==> config.mk <==
export PLATFORM = sky130hd
export DESIGN_NAME = bpu_update_ctrl
export DESIGN_NICKNAME = d
export VERILOG_FILES = /design/src/rtl/bpu_types.sv /design/src/rtl/bpu_update_queue.sv /design/src/rtl/bpu_update_ctrl.sv
export SDC_FILE = /design/constraint.sdc
export NUM_CORES = 1
export LEC_CHECK = 0
export ABC_CLOCK_PERIOD_IN_PS = 5320
export CAP_MARGIN = 20
export CORE_MARGIN = 4
export CORE_UTILIZATION = 35
export CTS_CLUSTER_DIAMETER = 120
export DETAILED_ROUTE_END_ITERATION = 6
export PLACE_DENSITY = 0.66
export SYNTH_ARGS = -nofsm -noshare
export SYNTH_HDL_FRONTEND = slang
export SYNTH_HIERARCHICAL = 1
export SYNTH_SLANG_ARGS = --single-unit
==> constraint.sdc <==
create_clock -name clk -period 5.32 [get_ports clk]
set_input_delay 1.064 -clock clk [delete_from_list [all_inputs] [get_ports clk]]
set_output_delay 1.064 -clock clk [all_outputs]
set_load 0.1 [all_outputs]
==> src/rtl/bpu_types.sv <==
// -----------------------------------------------------------------------------
// bpu_types
// Shared branch-predictor types and constants.
//   FTB_NSET           : number of FTB rows cleared by a full table init
//   UPDATE_QUEUE_DEPTH : default depth of the commit-to-predictor training queue
//   ftq_bpu_meta_t     : one FTQ training slot handed to the predictor
//   upd_state_e        : states of the predictor update controller
// -----------------------------------------------------------------------------
package bpu_types;

    localparam int FTB_NSET           = 16;
    localparam int UPDATE_QUEUE_DEPTH = 4;
    localparam int VADDR_W            = 32;

    typedef struct packed {
        logic               valid;
        logic [VADDR_W-1:0] pc;
        logic [VADDR_W-1:0] target;
        logic [3:0]         cfi_offset;
        logic               taken;
        logic [1:0]         br_type;
    } ftq_bpu_meta_t;

    typedef enum logic [1:0] {
        ST_INIT  = 2'd0,
        ST_RUN   = 2'd1,
        ST_DRAIN = 2'd2
    } upd_state_e;

endpackage

==> src/rtl/bpu_update_queue.sv <==
// -----------------------------------------------------------------------------
// bpu_update_queue
// Circular training-entry buffer with two write ports and one read port.
//   clk, rst          : clock, synchronous active-low reset (empties the queue)
//   wr0_en / wr0_data : write port 0 (older entry of the cycle)
//   wr1_en / wr1_data : write port 1 (younger entry of the cycle)
//   rd_en             : pop the head entry
//   rd_data           : current head entry (read from storage, never bypassed)
//   count             : occupancy, 0..DEPTH
// Port 1 lands directly behind port 0, or at the tail itself when port 0 is
// idle, so a lone write on either port never leaves a hole.
// The caller must not write beyond capacity or read when empty.
// -----------------------------------------------------------------------------
module bpu_update_queue
    import bpu_types::*;
#(
    parameter int DEPTH = 4
) (
    input  logic                   clk,
    input  logic                   rst,
    input  logic                   wr0_en,
    input  ftq_bpu_meta_t          wr0_data,
    input  logic                   wr1_en,
    input  ftq_bpu_meta_t          wr1_data,
    input  logic                   rd_en,
    output ftq_bpu_meta_t          rd_data,
    output logic [$clog2(DEPTH):0] count
);

    localparam int PTR_W = $clog2(DEPTH);
    localparam int CNT_W = PTR_W + 1;

    ftq_bpu_meta_t    mem [DEPTH];
    logic [PTR_W-1:0] wr_ptr_reg, wr_ptr_next;
    logic [PTR_W-1:0] rd_ptr_reg, rd_ptr_next;
    logic [CNT_W-1:0] count_reg, count_next;
    logic [PTR_W-1:0] wr1_addr;
    logic [1:0]       enq_n;

    assign enq_n    = {1'b0, wr0_en} + {1'b0, wr1_en};
    assign wr1_addr = wr0_en ? wr_ptr_reg + PTR_W'(1) : wr_ptr_reg;

    // Power-of-two depth: pointer overflow is the modulo wrap.
    assign wr_ptr_next = wr_ptr_reg + PTR_W'(enq_n);
    assign rd_ptr_next = rd_ptr_reg + PTR_W'(rd_en);
    assign count_next  = count_reg + CNT_W'(enq_n) - CNT_W'(rd_en);

    always_ff @(posedge clk) begin
        if (wr0_en) mem[wr_ptr_reg] <= wr0_data;
        if (wr1_en) mem[wr1_addr]   <= wr1_data;
    end

    always_ff @(posedge clk) begin
        if (!rst) begin
            wr_ptr_reg <= '0;
            rd_ptr_reg <= '0;
            count_reg  <= '0;
        end else begin
            wr_ptr_reg <= wr_ptr_next;
            rd_ptr_reg <= rd_ptr_next;
            count_reg  <= count_next;
        end
    end

    assign rd_data = mem[rd_ptr_reg];
    assign count   = count_reg;

endmodule

==> src/rtl/bpu_update_ctrl.sv <==
// -----------------------------------------------------------------------------
// bpu_update_ctrl
// Buffers committed FTQ training slots and feeds them to the predictor one per
// cycle; also sequences a full predictor table initialisation.
//   clk, rst        : clock, synchronous active-low reset
//   commit_meta_i   : two commit slots per cycle, slot 0 older, each with .valid
//   ready_o         : both commit slots can be accepted this cycle
//   update_stall_i  : predictor cannot take an update this cycle
//   update_meta_o   : training entry to the predictor (.valid qualifies it)
//   init_req_i      : pulse requesting a table re-initialisation
//   init_valid_o    : a table row is being cleared this cycle
//   init_index_o    : row being cleared
//   busy_o          : controller is initialising or draining
//   overflow_o      : sticky, a valid slot was dropped because ready_o was low
// Committed training is never discarded by a flush; only reset empties the queue.
// -----------------------------------------------------------------------------
module bpu_update_ctrl
    import bpu_types::*;
#(
    parameter int UPDATE_QUEUE_DEPTH = bpu_types::UPDATE_QUEUE_DEPTH,
    parameter int INIT_ENTRIES       = bpu_types::FTB_NSET
) (
    input  logic                            clk,
    input  logic                            rst,
    input  ftq_bpu_meta_t                   commit_meta_i [2],
    output logic                            ready_o,
    input  logic                            update_stall_i,
    output ftq_bpu_meta_t                   update_meta_o,
    input  logic                            init_req_i,
    output logic                            init_valid_o,
    output logic [$clog2(INIT_ENTRIES)-1:0] init_index_o,
    output logic                            busy_o,
    output logic                            overflow_o
);

    localparam int CNT_W = $clog2(UPDATE_QUEUE_DEPTH) + 1;
    localparam int IDX_W = $clog2(INIT_ENTRIES);

    upd_state_e       state_reg, state_next;
    logic [IDX_W-1:0] row_reg, row_next;
    logic             overflow_reg, overflow_next;

    logic             ready;
    logic             any_valid;
    logic             deq;
    logic             wr0_en, wr1_en;
    ftq_bpu_meta_t    wr0_data, wr1_data;
    ftq_bpu_meta_t    head;
    logic [CNT_W-1:0] q_count;

    // Two free entries are needed so a full pair can always be accepted.
    assign ready     = (state_reg == ST_RUN) && (q_count <= CNT_W'(UPDATE_QUEUE_DEPTH - 2));
    assign any_valid = commit_meta_i[0].valid | commit_meta_i[1].valid;

    // Compact the pair: the oldest valid slot always uses port 0.
    assign wr0_en   = ready & any_valid;
    assign wr0_data = commit_meta_i[0].valid ? commit_meta_i[0] : commit_meta_i[1];
    assign wr1_en   = ready & commit_meta_i[0].valid & commit_meta_i[1].valid;
    assign wr1_data = commit_meta_i[1];

    assign deq = (q_count != '0) & ~update_stall_i & (state_reg != ST_INIT);

    bpu_update_queue #(
        .DEPTH (UPDATE_QUEUE_DEPTH)
    ) u_queue (
        .clk      (clk),
        .rst      (rst),
        .wr0_en   (wr0_en),
        .wr0_data (wr0_data),
        .wr1_en   (wr1_en),
        .wr1_data (wr1_data),
        .rd_en    (deq),
        .rd_data  (head),
        .count    (q_count)
    );

    always_ff @(posedge clk) begin
        if (!rst) begin
            state_reg    <= ST_INIT;
            row_reg      <= '0;
            overflow_reg <= 1'b0;
        end else begin
            state_reg    <= state_next;
            row_reg      <= row_next;
            overflow_reg <= overflow_next;
        end
    end

    always_comb begin
        state_next    = state_reg;
        row_next      = row_reg;
        init_valid_o  = 1'b0;
        overflow_next = overflow_reg | (any_valid & ~ready);
        case (state_reg)
            ST_INIT: begin
                init_valid_o = 1'b1;
                if (row_reg == IDX_W'(INIT_ENTRIES - 1)) begin
                    state_next = ST_RUN;
                    row_next   = '0;
                end else begin
                    row_next = row_reg + IDX_W'(1);
                end
            end
            ST_RUN: begin
                // An entry being written this same cycle makes the queue
                // non-empty, so that request must drain first.
                if (init_req_i) begin
                    if ((q_count == '0) && !wr0_en) begin
                        state_next = ST_INIT;
                        row_next   = '0;
                    end else begin
                        state_next = ST_DRAIN;
                    end
                end
            end
            ST_DRAIN: begin
                if (q_count == '0) begin
                    state_next = ST_INIT;
                    row_next   = '0;
                end
            end
            default: begin
                state_next = ST_INIT;
                row_next   = '0;
            end
        endcase
    end

    always_comb begin
        update_meta_o       = head;
        update_meta_o.valid = deq;
    end

    assign ready_o      = ready;
    assign busy_o       = (state_reg != ST_RUN);
    assign init_index_o = row_reg;
    assign overflow_o   = overflow_reg;

endmodule

== After elaboration in Yosys (flattened, before gate mapping) ==
Memories as Yosys holds them, arrays and structs flattened. A register that Yosys moved wholly into a read port is not among the register bits.
Cells that the tools add are included.
Word-level totals
  memories: 1
  memory bits (writable): 288
  flip-flop bits (word level): 14
  word-level logic and storage cells: 60
  input port bits: 148
  output and inout bits: 80
Memory list
  u_queue.mem: depth 4, width 72, rd ports 1, clocked after memory_dff 1, write ports 2, line bpu_update_queue.sv:33  | ftq_bpu_meta_t mem [DEPTH];
Cells by class
  add/sub/neg operators: 7
  reduce and logical (&&, ||, !) cells: 9
  bitwise operators: 10
  mux-type cells: 18
  eq/ne operators: 8
  $lt $le $gt $ge: 1
Operators with widths (count)
  72-bit 2-to-1 mux: 1
  4-bit 2-to-1 mux: 4
  2-bit 2-to-1 mux: 6
  4-bit one-hot mux with 3 select lines: 1
  1-bit bitwise AND: 6
  2-bit != test, second input constant: 3
  2-bit one-hot mux with 3 select lines: 1
  3-bit AND reduction: 2
  1-bit 2-to-1 mux: 5
  4-bit by 1-bit adder with 4-bit output, second input constant: 1
  4-bit equality test, second input constant: 1
  2-bit by 1-bit != test with 1-bit output, second input constant: 2
  3-bit by 2-bit adder with 3-bit output: 1
  3-bit by 2-bit <= comparator with 1-bit output, second input constant: 1
  3-bit logical NOT: 1
  3-bit nonzero test: 1
  3-bit by 1-bit subtractor with 3-bit output: 1
  1-bit by 1-bit adder with 2-bit output: 1
  2-bit by 1-bit adder with 2-bit output: 1
  2-bit by 1-bit adder with 2-bit output, second input constant: 1
  2-bit adder: 1
  2-bit by 1-bit equality test with 1-bit output, second input constant: 1
  2-bit equality test, second input constant: 1
  1-bit logical AND: 2
  5 further kinds: 7

== Depth between registers and ports, before layout ==
Gate-level depths: netlist (run 1).
  word-level depth: 8
  depth in mapped cells: 13
  gate-level depth less buffers: 12

== By module ==
The synthesis (run 1) kept the hierarchy.
By module, submodules not included
  bpu_update_queue: area an instance 14405.1 um2, sequential area each 8788.4 um2, cells each 749, times used 1
  bpu_update_ctrl: area an instance 1231.2 um2, sequential area each 140.1 um2, cells each 121, times used 1

== Worst setup path after synthesis (run 1) ==
Ideal clock, no wire load.
  kind: flip-flop to flip-flop
  from: reg state_reg[0]
  to: mem u_queue/mem[2][0] in the netlist's numbering, enable pin
  stages on the path, launching flop included: 8
  required time: 4.891 ns
  path buffers: 1
  period minus slack after synthesis: 4.829 ns
  library setup time: 0.429 ns
  setup slack: 0.491 ns
  arrival time: 4.400 ns
  path through: dfxtp_1 > nand2b_4 > a211oi_4 > and3_1 > nand2_1 > o31ai_4 > buf_6 > a21o_1
RTL lines
  start: declaration: line bpu_update_ctrl.sv:39  | upd_state_e state_reg, state_next;
  start signal: assignment: line bpu_update_ctrl.sv:83  | state_reg <= state_next;
  end: declaration: line bpu_update_queue.sv:33

==> results of run 1 <==
[cells in the final DEF (no fill, tap or decap), types with 2 or more instances in the layout]
master,n
nor3b_1,2
clkbuf_16,35
clkbuf_1,3
clkinv_1,10
clkdlybuf4s50_1,222
clkinv_2,5
a21o_4,2
inv_1,10
nor2_1,4
xnor2_1,4
mux2_2,344
mux4_2,71
ha_1,11
nand2_4,2
o31ai_4,2
dfxtp_4,2
a21oi_1,3
and2_1,8
nor3_1,3
o21ai_4,2
edfxtp_1,284
a311oi_1,2
o21ai_0,2
dfxtp_1,12
buf_4,10
bufinv_16,3
nand2_1,7
mux2_1,11
buf_12,9
[layer usage]
metal | GRT usage [%] | up-vias | part of all wire, %
met4 | 3.52 | 2 | 1.6
met2 | 25.7 | 216 | 47
li1 | - | 3948 | -
met1 | 22.2 | 4522 | 45
met5 | 0 | - | 0.034
met3 | 3.31 | 46 | 6.0
[power groups by stage]
stage                     combinational [mW]  sequential (mW)  clock [mW]
after floorplan                        0.217             2.66           0
after global placement                 0.407             2.64           0
after detailed placement               0.416             2.64           0
after CTS                              0.420             2.59        2.32
after global routing                   0.457             2.59        2.41
final                                  0.420             2.59        2.25
[area by class of cell]
class,instances,area [µm²]
Fill cell,3868,24000
Sequential cell,298,8820
Multi-Input combinational cell,498,6250
Timing Repair Buffer,241,2480
Clock buffer,38,887
Tap cell,585,732
Clock inverter,20,170
Inverter,10,37.5
[through the flow]
stage               power, mW  hold WS, ps  cell area [µm²]
floorplan                2.87          492            15400
global placement         3.05          458            18300
detailed placement       3.05          460            18300
CTS                      5.33          469            19400
global route             5.46          508            19400
finish                   5.26          476            19400
[path summary, 6_finish.rpt]
path,slack [ps],endpoint,start
worst max-delay path,1010,update_meta_o[51],u_queue/rd_ptr_reg[0]
worst min-delay path,480,overflow_o,overflow_o
worst max register to register,2000,u_queue/mem[0][67],state_reg[0]
worst min register to register,480,overflow_o,overflow_o
==> results.txt, run 1 <==
Num CTS Buffers: 34
Worst EP required: 4260 ps
CP endpoint kind: primary output
post-synth net total: 1021
VDD IR max: 0.166 mV
critical path depth in cells: 3
Top delay family on crit path: buffers and inverters
clk_skew: 14.6 ps
clock share of power: 42.8%
DR vias: 8734
DRT iter0 DRCs: 417
sw frac: 20.6%
crit-path cells: buf_4 -> mux4_2 -> clkdlybuf4s50_1
number of cell rows: 76
pre-CTS setup slack: 1040 ps
detailed-route DRC error count: 0
Via density: 5.17
Tmin final: 4310 ps
Worst Hold Depth: 1
fmax: 0.232 GHz
fin cells: 1690
# clock sinks: 298
routed len/inst: 22.8 µm
dpl hpwl: 22.0 mm
final period utilization: 81.0%
fin util: 44.7%
ant diodes: 0
final wirelength: 38.5 mm
post-route setup TNS: 0 ps
Die Wd: 218 µm
Placed Cells incl. Taps: 1632
Initial Util: 35.6%
final setup vio count: 0
H-tree lvl count: 2
CP startpoint kind: flop
layout cells sized above 1: 44.9%
total track usage: 15.9%
depth of the most critical reg-to-reg path: 7
P per Cell Area: 272 mW/mm²
unrepaired setup endpoints after global routing: no
clk slew on worst S/H paths: 60 ps
Seq pwr share: 49.2%
latest clock arrival within the worst-skew pair: 520 ps
switching power: 1.08 mW
Mapped Cells: 861
Final #Nets: 1243
CP Class: reg2out
Setup Buffers After CTS: 0
status: finished clean
internal power: 4.18 mW
CP max stage delay: 1000 ps
CTS resizes: 0
Post-Synthesis Cell Area: 0.0154 mm²
Ys Warns: 6
Slew HR: 27.5%
Leak: 6.21 nW
gpl congestion: 0.731
worst hold-check path type: reg2reg
DIE HEIGHT: 218 µm
TritonRoute pass-1 iters: 5
fin. max-slew vios: 0
crit path DAT: 3250 ps
clk root buf: clkbuf_16
critical path's slowest cell: clkdlybuf4s50_1
Slew @ Worst Pin: 1080 ps
Area growth, synth to finish: 25.4%
Fin. Hold Viols: 0
total congestion overflow: 0
CORE AREA: 0.0434 mm²
max cap viols: 0
IO buf count: 227
Die ar.: 0.0476 mm²
largest net degree at the start of global routing: 72
global-route wire length before repair: 58.5 mm
CP bufs+invs: 2
Crit Path Max Fanout: 21
Largest register FFs: 284
hold buffers post-CTS: 0
clock buffer depth: 3
post-route ant nets: 0
Post-Syn Area per Cell: 17.9 µm²
CTS tree: done
vias in the first global route: 9606
num ports: 228
PnR worst setup slack: 1010 ps
antenna violations before repair: 1
Comb pwr share: 8.0%
No activity file was read; power rests on OpenSTA's default activity.
==> run 2: changes to the inputs <==
ABC_CLOCK_PERIOD_IN_PS = 4000   (was 5320)
clock period = 4 ns   (was 5.32 ns; I/O delays follow)
==> run 2 against run 1 <==
  * Non-clock buffer count increased by 11
  * First-iteration DRC count is 0.24% higher
  * Wire length up 1.3%
  * Setup slack got worse by 200 ps
  * Total power grew 36%
  * Hold slack got worse by 1.6 ps
  * Register-to-register slack lost 1100 ps
  * Cell count increased by 0.83%
  * Die area unchanged
  * Sequential power grew 33%
  * Global-route usage increased by 0.35 points
  * Critical path type unchanged
  * Largest power group unchanged
==> results.txt, run 2 (same netlist as run 1, synthesis figures left out) <==
# clock sinks: 298 (unchanged)
DRT iter0 DRCs: 418 (+0.24%)
post-route ant nets: 0 (unchanged)
Leak: 6.35 nW (+2.3%)
H-tree lvl count: 2 (unchanged)
CP startpoint kind: flop
hold buffers post-CTS: 0 (unchanged)
Placed Cells incl. Taps: 1643 (+0.67%)
layout cells sized above 1: 51.7% (+6.9 points)
antenna violations before repair: 0 (-1)
Fin. Hold Viols: 0 (unchanged)
dpl hpwl: 23.8 mm (+8.1%)
final-layout fill cell count: 3895 (+0.70%)
unrepaired setup endpoints after global routing: no
fin. max-slew vios: 0 (unchanged)
CORE AREA: 0.0434 mm² (unchanged)
fmax: 0.313 GHz
clk slew on worst S/H paths: 60 ps (about the same)
fin cells: 1704 (+0.83%)
crit path DAT: 2400 ps (-850 ps)
worst hold-check path type: reg2reg
number of cell rows: 76 (unchanged)
Final #Nets: 1256 (+1.0%)
Slew @ Worst Pin: 989 ps (-95.0 ps)
clk_skew: 13.3 ps (-1.27 ps)
clock buffer depth: 3 (unchanged)
num ports: 228 (unchanged)
final wirelength: 39.0 mm (+1.3%)
clk root buf: clkbuf_16
Register Area: 0.00882 mm² (unchanged)
latest clock arrival within the worst-skew pair: 530 ps (about the same)
gpl congestion: 0.747 (+2.1%)
ant diodes: 0 (unchanged)
vias in the first global route: 9526 (-0.83%)
status: finished clean
CP Class: reg2out
P per Cell Area: 368 mW/mm² (+35%)
Setup Buffers After CTS: 0 (unchanged)
global-route wire length before repair: 58.8 mm (+0.37%)
Largest register FFs: 284 (unchanged)
Slew HR: 33.9% (+6.4 points)
TritonRoute pass-1 iters: 4 (-1)
Tmin final: 3200 ps
Area growth, synth to finish: 25.6%
detailed-route DRC error count: 0 (unchanged)
Via density: 5.20 (+0.60%)
pre-CTS setup slack: 366 ps (-670 ps)
PnR worst setup slack: 804 ps (-204 ps)
most frequent cells in the layout: 344 x mux2_2, 284 x edfxtp_1, 153 x clkdlybuf4s50_1
CTS resizes: 0 (unchanged)
largest net degree at the start of global routing: 64 (-11%)
final period utilization: 79.9%
CP endpoint kind: primary output
routed len/inst: 22.9 µm (+0.48%)
DR vias: 8859 (+1.4%)
final setup vio count: 0 (unchanged)
Die Wd: 218 µm (unchanged)
fin util: 44.7% (+0.078 points)
Multi-input gate area: 0.00625 mm² (unchanged)
VDD IR max: 0.245 mV (+48%)
DIE HEIGHT: 218 µm (unchanged)
Die ar.: 0.0476 mm² (unchanged)
CTS tree: done
Initial Util: 35.6% (unchanged)
Crit Path Max Fanout: 6 (-71%)
most common cell after layout, fill and taps aside: mux2_2
total track usage: 16.2% (+0.35 points)
Num CTS Buffers: 36 (+5.9%)
total congestion overflow: 0 (unchanged)
worst hold slack: 474 ps (-1.61 ps)
Worst EP required: 3200 ps (-1060 ps)
IO buf count: 227 (unchanged)
max cap viols: 0 (unchanged)
run 2: changes by cell type in the layout (fill, tap and decap cells not counted):
cell             before  now
buf_4                10   85
clkbuf_1              3    8
buf_12                9   14
clkinv_2              5    3
clkinvlp_4            0    4
clkinv_1             10    5
clkinv_4              1    0
clkdlybuf4s50_1     222  153
clkbuf_16            35   37
run 2: critical path, cell delays in order, from the launching register on:
cell	delay, ps
dfxtp_1	390
nor2_1	270
clkdlybuf4s50_1	1200
run 2: metal layers:
layer  track usage (%)  share of wire [%]  up-vias
met5                 0                  0        -
met4              4.02                2.1        0
met3              3.38                5.3       55
met2              27.0                 49      247
met1              21.8                 44     4555
li1                  -                  -     4002
run 2: layout make-up:
class | count | share of cell area [%]
Sequential cell | 298 | 45.4
Multi-Input combinational cell | 498 | 32.2
Timing Repair Buffer | 252 | 12.6
Clock buffer | 45 | 4.93
Tap cell | 585 | 3.77
Clock inverter | 16 | 0.838
Inverter | 10 | 0.193
run 2: through the flow:
stage          TNS, ps  instance area [µm²]  total power [mW]
2_1_floorplan   -23780                15500              3.82
3_3_place_gp         0                18300              4.06
3_5_place_dp         0                18300              4.07
4_1_cts              0                19400              7.24
5_1_grt              0                19400              7.42
6_report             0                19400              7.14
run 2: where the power goes:
group	internal (mW)	switching (mW)	leakage, nW	total (mW)
clock network	1.88	1.24	0.532	3.13
registers	3.44	0.00432	2.67	3.44
logic	0.342	0.222	3.15	0.563
run 2: path summary, 6_finish.rpt:
kind                                    from                  to  slack, ps  cells past startpoint
worst max-delay path            state_reg[0]        init_valid_o        800                      2
worst min-delay path              overflow_o          overflow_o        470                      1
worst max register to register  state_reg[0]  u_queue/mem[1][44]        910                      8
worst min register to register    overflow_o          overflow_o        470                      1
